File: src/rtl/count_seq_checker_sat_counter.sv
// Saturating up-counter with synchronous clear; holds at all-ones instead of wrapping.
module seq_sat_counter #(
    parameter int ERR_W = 16
) (
    input  logic             clk,
    input  logic             reset,
    input  logic             clr,
    input  logic             inc,
    output logic [ERR_W-1:0] count
);

    localparam logic [ERR_W-1:0] ONE = {{(ERR_W-1){1'b0}}, 1'b1};

    logic [ERR_W-1:0] count_reg;

    always_ff @(posedge clk or posedge reset) begin
        if (reset) begin
            count_reg <= '0;
        end else if (clr) begin
            count_reg <= '0;
        end else if (inc && (count_reg != '1)) begin
            count_reg <= count_reg + ONE;
        end
    end

    assign count = count_reg;

endmodule

File: config.mk
export PLATFORM = sky130hd
export DESIGN_NAME = seq_sat_counter
export DESIGN_NICKNAME = d
export VERILOG_FILES = /design/src/rtl/count_seq_checker_sat_counter.sv
export SDC_FILE = /design/constraint.sdc
export NUM_CORES = 1
export LEC_CHECK = 0
export ABC_AREA = 0
export BUFFER_PORTS_ARGS = -buffer_cell sky130_fd_sc_hd__buf_2
export CAP_MARGIN = 20
export CORE_UTILIZATION = 40
export DETAILED_ROUTE_END_ITERATION = 12
export HOLD_SLACK_MARGIN = 0.03
export PLACE_DENSITY_LB_ADDON = 0.12
export SKIP_LAST_GASP = 1
export SLEW_MARGIN = 0
export SYNTH_ARGS = -nofsm -noshare
export SYNTH_HDL_FRONTEND = slang
export SYNTH_SLANG_ARGS = --single-unit
File: constraint.sdc
create_clock -name clk -period 2.1 [get_ports clk]
set_clock_uncertainty 0.15 [all_clocks]
set_input_delay 0.105 -clock clk [delete_from_list [all_inputs] [get_ports clk]]
set_output_delay 0.105 -clock clk [all_outputs]
set_load 0.02 [all_outputs]
# Word-level counts from Yosys, hierarchy flattened
# Index checks and enable logic that the tools add are counted.
[totals] reg_bits=16 output_inout_bits=16 word_cells=7
[op_classes] add_sub_neg=1 eq_ne=1 muxes=2 n_reduce_logical=2
[op_table] operator="$mux W16" n=2
[op_table] operator="$add A16 B1 Y16 const B" n=1
[op_table] operator="$ne A16 B16 Y1 const B" n=1
[op_table] operator="$reduce_bool A2 Y1" n=1
[op_table] operator="$logic_and A1 B1 Y1" n=1

# Longest topological paths before layout
[depth] ltp_word=4 ltp_mapped=6 depth_no_buf=5

# Worst setup path after synthesis
# Ideal clock, no wire load.
[synth_path] kind="register to register" startpoint="register count_reg[0], in the netlist count[0]" endpoint="register count_reg[0], in the netlist count[0]" setup_ps=125 arrival_ps=1783 slack_ps=43 path_stages_with_launch=7 n_path_buf=1 synth_period_minus_slack_ps=2057 path_cell_list="dfrtp_1 > ha_1 > clkbuf_1 > nand3_1 > nor4_1 > nor2b_1 > mux2_2"
[synth_via] elab_chain_len=3 elab_cells_between_ends=6 cone_classes="add/sub (1); eq/ne (1); mux (2); reduce/logical (2)"
[synth_rtl] item="start: declaration" line_no="14" text="logic [ERR_W-1:0] count_reg;"
[synth_rtl] item="start signal: assignment" line_no="22" text="count_reg <= count_reg + ONE;"
[synth_rtl] item="$add A16 B1 Y16 or $ne A16 B16 Y1 (tied branches)" line_no="22, 21"
[synth_rtl] item="$mux W16 or $logic_and A1 B1 Y1 (tied branches)" line_no="21" text="end else if (inc && (count_reg != '1)) begin"
[synth_rtl] item="$mux W16 or $reduce_bool A2 Y1 (tied branches)"
# Parallel ways exist; a longest one is shown, timed or not. The select of a mux whose other input is x is not followed.
# A chain may end at the register's enable or synchronous reset.

# Final worst setup path
[layout_path] startpoint="register count_reg[1], in the netlist count[1]" endpoint="register count_reg[12], in the netlist count[12]"
# The elaborated chain is that of the path after synthesis.

==> flow_summary_export.csv <==
group,metric,value,unit
critical_path,crit_cells,5,
logic_synthesis,syn-cell-area,932,um^2
final_layout,fin_area,1150,um^2
sta,finalHoldViolCount,0,
clock_tree,cts_buffers,3,
logic_synthesis,yosysWarnings,0,
routing,vias,913,
power_and_ir_drop,finalPower,0.525,mW
final_layout,final_common_cell,"buf_2",
die,die_x,50.3,um
critical_path,end_kind,"flop",
sta,tightest_slew,0.629,ns
clock_tree,cts_tree,"done",
sta,rsz0062_at_grt,"no",
critical_path,cp_cell_sequence,"ha_1 -> nand3_1 -> or4_1 -> or3_1 -> a21oi_1",
power_and_ir_drop,seqPwrFrac,60.0,%
critical_path,worstPathMaxFanout,8,
routing,drc,0,
global_routing,grt_antenna_before_repair,0,
sta,final.period_utilization,92.9,%
routing,routed_wl,2370,um
final_layout,nets,137,
sta,max_freq,512,MHz
worst_hold_path,hp-class,"input pin to flop",
logic_synthesis,synth_nets,106,
power_and_ir_drop,p_per_area,457,nW/um^2
power_and_ir_drop,leakagePower,0.488,nW
critical_path,ff2ff_path_depth,5,
clock_tree,cts.path.max_buffers,2,
sta,setup_viol,0,
die,die_area,2530,um^2
power_and_ir_drop,swShare,24.8,%
power_and_ir_drop,combPwrFrac,8.8,%
placed_design,dpl-instance-area,1090,um^2
final_layout,final_util,52.0,%
routing,viasPerCell,5.78,
global_routing,overflow,0,
clock_tree,clk_pin_slew,0.09,ns
global_routing,grt_max_degree,20,
final_layout,antenna_cells,0,
logic_synthesis,syn_inst,101,
logic_synthesis,synth-seq-cells,16,
die,io_pins,20,
run_status,outcome,"finished clean",
routing,drtPass1Iterations,4,
critical_path,crit_type,"flop to flop",
clock_tree,root_buffer,"clkbuf_4",
sta,slew_headroom,58.0,%
routing,drt_iter0_drc,9,
routing,ant_nets,0,
final_layout,largest_register_ffs,16,
final_layout,fill_cells,227,
die,dieHeight,50.3,um
final_layout,seq_area,405,um^2
critical_path,cp_data_arrival_time,2.02,ns
clock_tree,htree_levels,1,
die,start_util,42.1,%
die,core_area,2210,um^2
final_layout,drive_gt1_share,32.3,%
power_and_ir_drop,p_int,0.395,mW
clock_tree,clkLatencyLatePin,0.29,ns
die,row_count,17,
final_layout,multiInputGateArea,495,um^2
logic_synthesis,ys_seq_area_share,43.0,%
power_and_ir_drop,ir_drop,405,uV
power_and_ir_drop,power_frac_clock,31.2,%
critical_path,critPathMaxStageDelay,0.42,ns
clock_tree,cts_sinks,16,
critical_path,crit_path_start_kind,"flop",
worst_hold_path,whs_path_depth,2,
critical_path,cp_slowest_cell,"dfrtp_1",
job,maxCapViolations,0,
critical_path,crit_family,"simple AND/OR/NAND/NOR gates",
power_and_ir_drop,power_switching,0.130,mW
sta,final_max_slew_viol_count,0,
logic_synthesis,avgSynthCellArea,9.23,um^2
placed_design,io_buffers,19,
final_layout,area_growth,23.4,%
placed_design,place_hpwl,1640,um
routing,wl_per_cell,15.0,um
sta,setup_tns,0,ns
final_layout,layout_common_cells,"buf_2, a21oi_1, dfrtp_1",
placed_design,place.gp.congestion,0.786,
global_routing,grt_pass1_wl,3910,um
logic_synthesis,synth.distinct_cells,29,
global_routing,grt_usage,21.2,%
sta,fin_crit,1.95,ns
global_routing,grt_pass1_vias,831,
critical_path,crit_required,2.17,ns
critical_path,cp_num_buf_inv,0,
[what timing repair did]
item / 4_1_cts / 5_1_grt
buffers inserted: 0 / 3
hold buffers: 1 / 0
setup endpoints to repair: 0 / 1
hold endpoints to repair: 16 / 0
resized for setup: 0 / 4
[synth_stat cells (all sizes together)]
cell	instances	share of area, %
nand2b	2	1.3
nand2	6	2.4
nor2b	3	2.0
or4	8	7.0
clkbuf	2	0.94
mux2i	1	1.1
nor2	3	1.2
inv	3	1.2
buf	1	0.81
ha	1	1.3
nor4	3	2.0
o21ai	5	2.7
nor3	4	2.1
a31oi	1	0.67
o41ai	2	1.9
and4	1	0.94
o31ai	5	4.0
nand3	7	3.8
dfrtp	16	43
a21oi	12	6.4
or3	7	4.8
nand4	5	5.0
mux2	2	2.4
dlygate4sd1	1	0.94
[layer usage]
metal | GRT usage (%) | share of wire, % | vias up
li1 | - | - | 453
met1 | 26.7 | 46 | 435
met2 | 33.6 | 49 | 20
met3 | 6.36 | 3.8 | 5
met4 | 8.57 | 1.4 | 0
met5 | 0 | 0 | -
[layout make-up]
cell class	instances	share of cell area [%]
clock buffer	3	1.96
sequential	16	35.3
timing repair buffer	30	15.7
tap	28	3.05
inverter	3	0.979
multi-input combinational	78	43.1
[worst reg2reg max path: stages, from the launching register on]
cell and delay, ns:
dfrtp_1 0.42, ha_1 0.33, nand3_1 0.10, or4_1 0.41, or3_1 0.32, a21oi_1 0.15
[through the flow]
step / hold WS (ns) / std cells / setup WS, ns
after CTS: 0.0578 / 155 / 0.0733
after global placement: 0.0605 / 151 / 0.149
after global routing: 0.0658 / 158 / 0.0252
after detailed placement: 0.0718 / 151 / 0.0906
after floorplan: -0.131 / 101 / 0.0426
final: 0.0651 / 158 / 0.148
[logic make-up after synthesis]
kind of cell / Yosys count / synth area share, %
and+or+nand+nor: 49 / 32.6
AOI/OAI and AO/OA: 25 / 15.7
DFF: 16 / 43.0
buffers and inverters: 7 / 3.89
muxes: 3 / 3.49
adders and majority gates: 1 / 1.34
[worst paths after layout]
kind / from / endpoint / slack [ns]
min in group asynchronous: reset / count[10] / 0.30
worst min register to register: count[13] / count[13] / 0.44
worst min-delay path: clr / count[10] / 0.07
worst max register to register: count[1] / count[12] / 0.15
worst max-delay path: count[1] / count[12] / 0.15
max in group asynchronous: reset / count[9] / 1.06
[power by group through the flow]
stage	combinational [mW]	sequential [mW]	clock, mW
finish	0.0461	0.315	0.164
global route	0.0504	0.316	0.189
CTS	0.0456	0.315	0.169
detailed placement	0.0441	0.321	0
global placement	0.0428	0.321	0
floorplan	0.0244	0.327	0
Power figures use the tool's default switching activity.
